<file path="config.mk">
export PLATFORM = sky130hd
export DESIGN_NAME = ex_sequencer
export DESIGN_NICKNAME = d
export VERILOG_FILES = /design/src/rtl/ex_sequencer.sv
export SDC_FILE = /design/constraint.sdc
export NUM_CORES = 1
export LEC_CHECK = 0
export ABC_AREA = 1
export CAP_MARGIN = 20
export CELL_PAD_IN_SITES_DETAIL_PLACEMENT = 1
export CELL_PAD_IN_SITES_GLOBAL_PLACEMENT = 2
export CORE_UTILIZATION = 25
export DETAILED_ROUTE_END_ITERATION = 6
export GPL_ROUTABILITY_DRIVEN = 0
export PLACE_DENSITY_LB_ADDON = 0.1
export SLEW_MARGIN = 20
export SYNTH_ARGS = -nofsm -noshare
export SYNTH_HDL_FRONTEND = slang
export SYNTH_SLANG_ARGS = --single-unit
</file>
<file path="constraint.sdc">
create_clock -name clk -period 5 [get_ports clk]
set_clock_uncertainty 0.2 [all_clocks]
set_input_delay 1 -clock clk [delete_from_list [all_inputs] [get_ports clk]]
set_output_delay 1 -clock clk [all_outputs]
set_load 0.02 [all_outputs]
</file>
<file path="src/rtl/ex_sequencer.sv">
// Execute-stage sequencer: accepts one decoded instruction, issues the register read, runs the ALU, and writes the result back.
// Latency: accept edge to WB_we is 2 + N cycles (N >= 1 EXEC cycles); minimum issue interval 4 cycles.
// Backpressure: DCR_ready is high only in IDLE (and never during reset); the decoder holds its fields until they are accepted.
module ex_sequencer #(
  parameter int ALU_TIMEOUT = 16,
  parameter int CNT_W       = 32
) (
  input  logic             clk,
  input  logic             rst,
  input  logic             DCR_valid,
  output logic             DCR_ready,
  input  logic [4:0]       DCR_rs1_addr,
  input  logic [4:0]       DCR_rs2_addr,
  input  logic [4:0]       DCR_rd_addr,
  input  logic             DCR_imm_sel,
  input  logic [11:0]      DCR_imm_val,
  input  logic [3:0]       DCR_alu_op,
  input  logic             DCR_rd_we,
  output logic             RAW_rd_en,
  output logic [4:0]       RAW_rs1_addr,
  output logic [4:0]       RAW_rs2_addr,
  output logic             SEQ_imm_sel,
  output logic [11:0]      SEQ_imm_val,
  output logic [3:0]       SEQ_alu_op,
  output logic             SEQ_alu_en,
  input  logic             ALU_done,
  input  logic [31:0]      ALU_result,
  output logic             WB_we,
  output logic [4:0]       WB_addr,
  output logic [31:0]      WB_data,
  input  logic             SEQ_err_clr,
  output logic             SEQ_err,
  output logic             SEQ_busy,
  output logic [CNT_W-1:0] SEQ_retire_cnt
);

  typedef enum logic [1:0] {IDLE, READ, EXEC, WB} state_t;

  // Timeout threshold fits in the 8-bit wait counter (legal range 1..255).
  localparam logic [7:0] TIMEOUT_CNT = 8'(ALU_TIMEOUT);

  state_t            state, state_nxt;
  logic [4:0]        rs1_q, rs2_q, rd_q;
  logic              imm_sel_q;
  logic [11:0]       imm_val_q;
  logic [3:0]        alu_op_q;
  logic              rd_we_q;
  logic [31:0]       result_q;
  logic [7:0]        wait_cnt;
  logic              err_q;
  logic [CNT_W-1:0]  retire_q;
  logic              accept;
  logic              timeout;

  // Ready is the only Mealy-ish output: gated by rst so it reads 0 while reset is held.
  assign DCR_ready = (state == IDLE) && !rst;
  assign accept    = DCR_valid && DCR_ready;
  assign timeout   = (state == EXEC) && !ALU_done && (wait_cnt == TIMEOUT_CNT);

  // State register.
  always_ff @(posedge clk or posedge rst) begin
    if (rst) state <= IDLE;
    else     state <= state_nxt;
  end

  // Next-state and strobe decode; ALU_done has priority over the timeout.
  always_comb begin
    state_nxt  = state;
    RAW_rd_en  = 1'b0;
    SEQ_alu_en = 1'b0;
    WB_we      = 1'b0;
    SEQ_busy   = 1'b1;
    case (state)
      IDLE: begin
        SEQ_busy = 1'b0;
        if (accept) state_nxt = READ;
      end
      READ: begin
        RAW_rd_en = 1'b1;
        state_nxt = EXEC;
      end
      EXEC: begin
        SEQ_alu_en = 1'b1;
        if (ALU_done)     state_nxt = WB;
        else if (timeout) state_nxt = IDLE;
      end
      WB: begin
        WB_we     = rd_we_q && (rd_q != 5'd0);
        state_nxt = IDLE;
      end
      default: state_nxt = IDLE;
    endcase
  end

  // Latch the decoded instruction on acceptance; fields hold until the next accept.
  always_ff @(posedge clk or posedge rst) begin
    if (rst) begin
      rs1_q     <= '0;
      rs2_q     <= '0;
      rd_q      <= '0;
      imm_sel_q <= 1'b0;
      imm_val_q <= '0;
      alu_op_q  <= '0;
      rd_we_q   <= 1'b0;
    end else if (accept) begin
      rs1_q     <= DCR_rs1_addr;
      rs2_q     <= DCR_rs2_addr;
      rd_q      <= DCR_rd_addr;
      imm_sel_q <= DCR_imm_sel;
      imm_val_q <= DCR_imm_val;
      alu_op_q  <= DCR_alu_op;
      rd_we_q   <= DCR_rd_we;
    end
  end

  // Capture the ALU result on the done cycle.
  always_ff @(posedge clk or posedge rst) begin
    if (rst)                           result_q <= '0;
    else if (state == EXEC && ALU_done) result_q <= ALU_result;
  end

  // Wait counter: 1 on the first EXEC cycle, +1 for every EXEC cycle without done.
  always_ff @(posedge clk or posedge rst) begin
    if (rst)                                         wait_cnt <= '0;
    else if (state == READ)                          wait_cnt <= 8'd1;
    else if (state == EXEC && !ALU_done && !timeout) wait_cnt <= wait_cnt + 8'd1;
  end

  // Sticky timeout flag; a simultaneous set beats the clear.
  always_ff @(posedge clk or posedge rst) begin
    if (rst)              err_q <= 1'b0;
    else if (timeout)     err_q <= 1'b1;
    else if (SEQ_err_clr) err_q <= 1'b0;
  end

  // Retired-instruction counter: one per WB cycle, wrapping naturally.
  always_ff @(posedge clk or posedge rst) begin
    if (rst)              retire_q <= '0;
    else if (state == WB) retire_q <= retire_q + CNT_W'(1);
  end

  assign RAW_rs1_addr   = rs1_q;
  assign RAW_rs2_addr   = rs2_q;
  assign SEQ_imm_sel    = imm_sel_q;
  assign SEQ_imm_val    = imm_val_q;
  assign SEQ_alu_op     = alu_op_q;
  assign WB_addr        = rd_q;
  assign WB_data        = result_q;
  assign SEQ_err        = err_q;
  assign SEQ_retire_cnt = retire_q;

endmodule

</file>
# Word level (Yosys, flattened, before mapping)
# Index checks and enable logic that the tools add are counted.
[totals] out_inout_bits=102 word_cells=47 input_bits=70 ff_bits=108
[op_classes] mux=12 addsub=2 reduce_logical=15 n_eq_ne=6
[op_table] cell="adder 32 x 1 -> 32 bit, second input constant" count=1
[op_table] cell="2-to-1 mux 8 bit" count=2
[op_table] cell="adder 8 x 1 -> 8 bit, second input constant" count=1
[op_table] cell="equality test 8 x 5 -> 1 bit, second input constant" count=1
[op_table] cell="one-hot mux 2 bit (4 select lines)" count=1
[op_table] cell="logical AND 1 bit" count=7
[op_table] cell="2-to-1 mux 1 bit" count=6
[op_table] cell="2-to-1 mux 2 bit" count=3
[op_table] cell="nonzero test 5 bit" count=1
[op_table] cell="equality test 2 bit, second input constant" count=2
[op_table] cell="nonzero test 2 bit" count=2
[op_table] cell="logical NOT 1 bit" count=3
[op_table] cell="!= test 3 bit, second input constant" count=1
[op_table] cell="equality test 2 x 1 -> 1 bit, second input constant" count=1
[op_table] cell="logical NOT 2 bit" count=1
[op_table] cell="!= test 2 bit, second input constant" count=1
[op_table] cell="AND reduction 2 bit" count=1

# Logic depth before layout (Yosys ltp)
# Gate-level depths: netlist (run 1).
[logic_depth] depth_word=7 ltp_mapped=9 mapped_depth_nobuf=9

# Least setup slack after synthesis (run 1)
# Ideal clock, no wire load.
[synth_timing] path_type="input to output" from="input rst" to="output DCR_ready" arrival_time_ps=1397 slack_ps=2403 n_path_buf=1 path_stages=2 path_cell_list="nor2_4 buf_2"
[synth_between] elab_chain_cells=2
[synth_rtl] element="start, declared" line="9" source="input logic rst,"
[synth_rtl] element="logical NOT 1 bit (no source line)"
[synth_rtl] element="logical AND 1 bit" line="56" source="assign DCR_ready = (state == IDLE) && !rst;"
[synth_rtl] element="end, declared" line="11" source="output logic DCR_ready,"
# No other way between the ends.

# Final worst setup path (run 1)
# Same ends and word-level chain as after synthesis.

==> results.toml, run 1 <==
[setup_path]
r2r-end = "wait_cnt[5]"
r2r_cells = 7
cp.arrival_ns = 2.34
startpoint_type = "input port"
worstPathCellList = "clkdlybuf4s50_1, nor2_4, clkdlybuf4s50_1"
max_stage_delay_ns = 0.67
cp.required_ns = 3.80
cp_common_cell = "clkdlybuf4s50_1"
cp_slowest_cell = "clkdlybuf4s50_1"
crit_buf_inv = 2
worstSetupPathType = "input port to output pin"
crit_fanout = 2
worstSetupEndpointType = "output pin"
critPathTopFamily = "buffers and inverters"
r2r_slack_ns = 2.68
timing.rr.start = "wait_cnt[0]"

[sta]
period_minus_slack_ns = 3.54
fin_crit_sh_pct = 70.9
fmax_mhz = 282
max_slew_margin_pct = 39.8
hold_violations = 0
slew_violations = 0
final.setup.tns_ns = 0
grt_setup_unrepaired = "false"
tightest_slew_ns = 0.903
setup_violations = 0

[route]
drc = 0
routed_wl_mm = 16.2
vias = 4606
dr.pass1.iters = 4
via_per_inst = 4.34
ant_nets = 0
drtIter0Drc = 130
avgRoutedWirePerCell_microns = 15.3

[clock_network]
clkTransAtPathRegs_ns = 0.08
cts.sinks = 108
cts_made_buffers = 9
htree_levels = 3
cts_tree = "done"
cts-resized-gates = 0
cts_root_buf = "clkbuf_16"
hold_buffers = 0
post_cts_buffers = 0
clkLatencyLatePin_ns = 0.35
clockBufferDepth = 2

[floorplan]
ios = 172
die_h_microns = 144
fp-row-count = 51
initial_core_util_pct = 25.8
dieArea_sq_mm = 0.0209
die_w_microns = 144
coreArea_sq_mm = 0.0197

[placed_design]
portBuffers = 171
hpwl_mm = 11.8
dp_cells = 1046

[synthesis]
synthTopCellsByCount = "nand2_1 (270), dfrtp_1 (108), nand3_1 (58)"
synth_top_area_cell = "dfrtp_1"
synthesis.area_sq_mm = 0.00508
ys.flop_type = "dfrtp_1"
syn_inst = 625
ys_warn_count = 0
synth_cell_types = 26
ys_seq_elements = 108
ys_seq_area_share_pct = 53.2
syn_nets = 698
synth-edff-count = 0
yosys-top-cells-area = "dfrtp_1 (53%), nand2_1 (20%), nand3_1 (5.7%)"
synthArstFlopShare_pct = 100
syn_avg_cell_area_sq_um = 8.12
yosysMostFrequentCell = "nand2_1"
yosys.area.top_type_share_pct = 53.2

[worst_hold_path]
hold_depth = 2
hp-start = "WB_data[20]"
whs_endpoint = "WB_data[20]"
hold_class = "flip-flop to flip-flop"

[pwr]
p_leak_nw = 3.44
vdd_ir_drop_max_uv = 227
p_per_area_mw_per_mm2 = 502

[global_route]
grt_usage_pct = 16.2
antenna_found_initial = 0
overflow = 0
grt_max_degree = 68
grt_pass1_vias = 4848
grt_pass1_wl_mm = 25.8

[finish]
area_growth_pct = 45.0
layout.nets = 865
finalNonFillerCells = 1062
diodes = 0
drive_gt1_share_pct = 6.65

[run_status]
status = "completed"

[run]
max-cap-violations = 0
stage by stage:
step	hold WS [ns]	power [W]	util (%)	setup slack [ns]	cell area, sq um
6_report	0.275	0.00369	37.5	1.46	7360
5_1_grt	0.304	0.00394	37.5	1.40	7360
4_1_cts	0.280	0.00377	37.5	1.44	7360
3_5_place_dp	0.260	0.00295	35.9	1.45	7050
3_3_place_gp	0.254	0.00292	35.9	1.44	7050
2_1_floorplan	0.243	0.00215	-	0.954	5080
cell type report:
class                           count  area (sq um)
Fill cell                        2383         12300
Sequential cell                   108          2700
Clock buffer                        9           225
Timing Repair Buffer              175          1750
Clock inverter                      7          87.6
Multi-Input combinational cell    450          2080
Tap cell                          265           332
Inverter                           48           184
registers in the layout, indices dropped and copies added (netlist names), 2 cells and up:
name and flops:
WB_addr 5, RAW_rs2_addr 5, state 2, SEQ_imm_val 12
RAW_rs1_addr 5, SEQ_alu_op 4, wait_cnt 8, SEQ_retire_cnt 32
WB_data 32
cell families after synthesis:
group,count (synthesis),share of synthesized area (%)
buffers and inverters,67,5.84
DFF,108,53.2
and+or+nand+nor,422,36.5
adders and majority gates,3,0.740
xor gates and xnor gates,16,2.76
AOI/OAI and AO/OA,9,0.887
power by group:
group	switching [W]	internal, W	leakage (nW)	total (W)
registers	0.000194	0.00116	1.40	0.00135
logic	0.000887	0.000672	1.89	0.00156
clock network	0.000380	0.000404	0.155	0.000784
layout by cell type, fill, tap and decap left out, drive strengths merged:
cell type        n
nand3b          12
inv             52
clkbuf           9
bufinv           1
dfrtp          108
clkdlybuf4s50  171
clkinv           2
nand3           62
xor2             9
nand2          275
nor2            59
xnor2            7
nor3             3
a21oi            1
ha               3
o21ai            8
nand4           11
buf              4
layer usage:
metal	part of all wire, %	track usage [%]
met2	47	26.6
met3	9.2	7.32
met4	1.1	4.21
met1	43	19.2
met5	0	0
worst min-delay path: stages, from the launching register on:
cell and delay [ns]:
dfrtp_1 0.35, nand2_1 0.05, nand2_1 0.05
how the worst max path moves through the flow:
stage | startpoint | endpoint | cells after the start
after floorplan | rst | RAW_rs1_addr[0] | 1
after global routing | rst | DCR_ready | 3
final | rst | DCR_ready | 3
after global placement | rst | DCR_ready | 3
after CTS | rst | DCR_ready | 3
after detailed placement | rst | DCR_ready | 3
No activity file was read; power rests on OpenSTA's default activity.
==> run 2, diff against run 1 <==
--- a/config.mk
+++ b/config.mk
@@ -9,7 +9,7 @@
 export CAP_MARGIN = 20
 export CELL_PAD_IN_SITES_DETAIL_PLACEMENT = 1
 export CELL_PAD_IN_SITES_GLOBAL_PLACEMENT = 2
-export CORE_UTILIZATION = 25
+export CORE_UTILIZATION = 23
 export DETAILED_ROUTE_END_ITERATION = 6
 export GPL_ROUTABILITY_DRIVEN = 0
 export PLACE_DENSITY_LB_ADDON = 0.1
==> constraint.sdc (replaced) <==
create_clock -name clk -period 3.05 [get_ports clk]
set_clock_uncertainty 0.2 [all_clocks]
set_input_delay 0.61 -clock clk [delete_from_list [all_inputs] [get_ports clk]]
set_output_delay 0.61 -clock clk [all_outputs]
set_load 0.02 [all_outputs]
==> run 2 against run 1 <==
Non-clock buffer count grew 3. Clock power grew 59%. Register-to-register slack worse by 1.7 ns. First-iteration DRC count is 19% higher. Flip-flop and latch count unchanged. Critical path type is now flip-flop to output pin.
==> results.toml, run 2 (synthesis gave the netlist of run 1 again) <==
[clock_network]
htree_levels = 3
cts_root_buf = "clkbuf_16"
cts.sinks = 108
clkLatencyLatePin_ns = 0.35
cts_made_buffers = 9
clockBufferDepth = 2
hold_buffers = 0
cts_tree = "done"
cts-resized-gates = 0
post_cts_buffers = 0
clkTransAtPathRegs_ns = 0.08

[sta]
max_slew_margin_pct = 58.3
hold_violations = 0
tightest_slew_ns = 0.626
setup_violations = 0
grt_setup_unrepaired = "false"
final.setup.worst_slack_ns = 0.285
final.setup.tns_ns = 0
slew_violations = 0
fmax_mhz = 362
period_minus_slack_ns = 2.77
fin_crit_sh_pct = 90.7

[floorplan]
fp-row-count = 53
die_w_microns = 151
ios = 172
initial_core_util_pct = 23.8
dieArea_sq_mm = 0.0227
coreArea_sq_mm = 0.0214
die_h_microns = 151

[finish]
mostFrequentLayoutCells = "nand2_1 (270), clkdlybuf4s50_1 (171), dfrtp_1 (108)"
nFillCells = 2524
regArea_sq_mm = 0.00270
layout.nets = 868
diodes = 0
drive_gt1_share_pct = 6.88
final_common_cell = "nand2_1"
finalNonFillerCells = 1075
multi_input_area_sq_mm = 0.00208
area_growth_pct = 46.1
design_area_sq_mm = 0.00742

[global_route]
overflow = 0
antenna_found_initial = 0
grt_usage_pct = 15.8
grt_pass1_wl_mm = 27.5
grt_pass1_vias = 5076
grt_max_degree = 54

[pwr]
p_sw_w = 0.00239
sequentialPowerShare_pct = 36.6
finalPower_w = 0.00606
p_leak_nw = 3.46
p_int_w = 0.00367
vdd_ir_drop_max_uv = 329
clkPwrFrac_pct = 20.7
power_frac_comb_pct = 42.7
p_per_area_mw_per_mm2 = 817
switching_share_pct = 39.4

[run]
max-cap-violations = 0

[route]
drtIter0Drc = 155
routed_wl_mm = 16.8
vias = 4653
avgRoutedWirePerCell_microns = 15.6
drc = 0
via_per_inst = 4.33
ant_nets = 0
dr.pass1.iters = 4

[setup_path]
worstSetupEndpointType = "output pin"
startpoint_type = "flip-flop"
cp.arrival_ns = 1.96
crit_fanout = 13
cp.required_ns = 2.24
worstSetupPathType = "flip-flop to output pin"

[placed_design]
dp_slack_ns = 0.298
hpwl_mm = 12.4
place_area_sq_mm = 0.00711
portBuffers = 171
dp_cells = 1059

[run_status]
status = "completed"

[worst_hold_path]
hold_class = "flip-flop to flip-flop"
## run 2: layout make-up
class                   instances  area share (%)
multi-input cells             450            28.0
clock inverters                 6            1.03
clock buffers                  10            3.09
well taps                     275            4.64
flip-flops and latches        108            36.4
inverters                      48            2.50
repair buffers                178            24.3
## run 2: worst max-delay path: stages (launching register included)
cell and delay [ns]:
dfrtp_1 0.44, nand2_4 0.16, clkinv_2 0.23, nand3_1 0.15, inv_1 0.04, clkdlybuf4s50_1 0.56
## run 2: final timing paths
path                       slack (ns)                 end        start  cells after the start
max                              0.28               WB_we     state[1]                      5
min                              0.28         WB_data[26]  WB_data[26]                      2
max reg2reg                      0.97     RAW_rs1_addr[4]     state[1]                      8
min reg2reg                      0.28         WB_data[26]  WB_data[26]                      2
max in group asynchronous        1.47  SEQ_retire_cnt[26]          rst                      3
min in group asynchronous        0.53       SEQ_alu_op[3]          rst                      2
## run 2: per-stage QoR
step                hold WS [ns]  util [%]
global route               0.298      34.7
global placement           0.255      33.3
detailed placement         0.261      33.3
CTS                        0.282      34.7
finish                     0.277      34.7
floorplan                  0.243         -
## run 2: metal layers
layer / share of wire [%] / global-route usage (%)
met3: 9.7 / 7.33
met2: 46 / 25.4
met5: 0 / 0
met1: 43 / 18.7
met4: 1.6 / 4.55
## run 2: power groups by stage
stage	logic [W]	clock network [W]	registers, W
after floorplan	0.000803	0	0.00272
after global placement	0.00258	0	0.00222
after detailed placement	0.00263	0	0.00224
after CTS	0.00264	0.00132	0.00223
after global routing	0.00283	0.00137	0.00229
final	0.00259	0.00125	0.00222
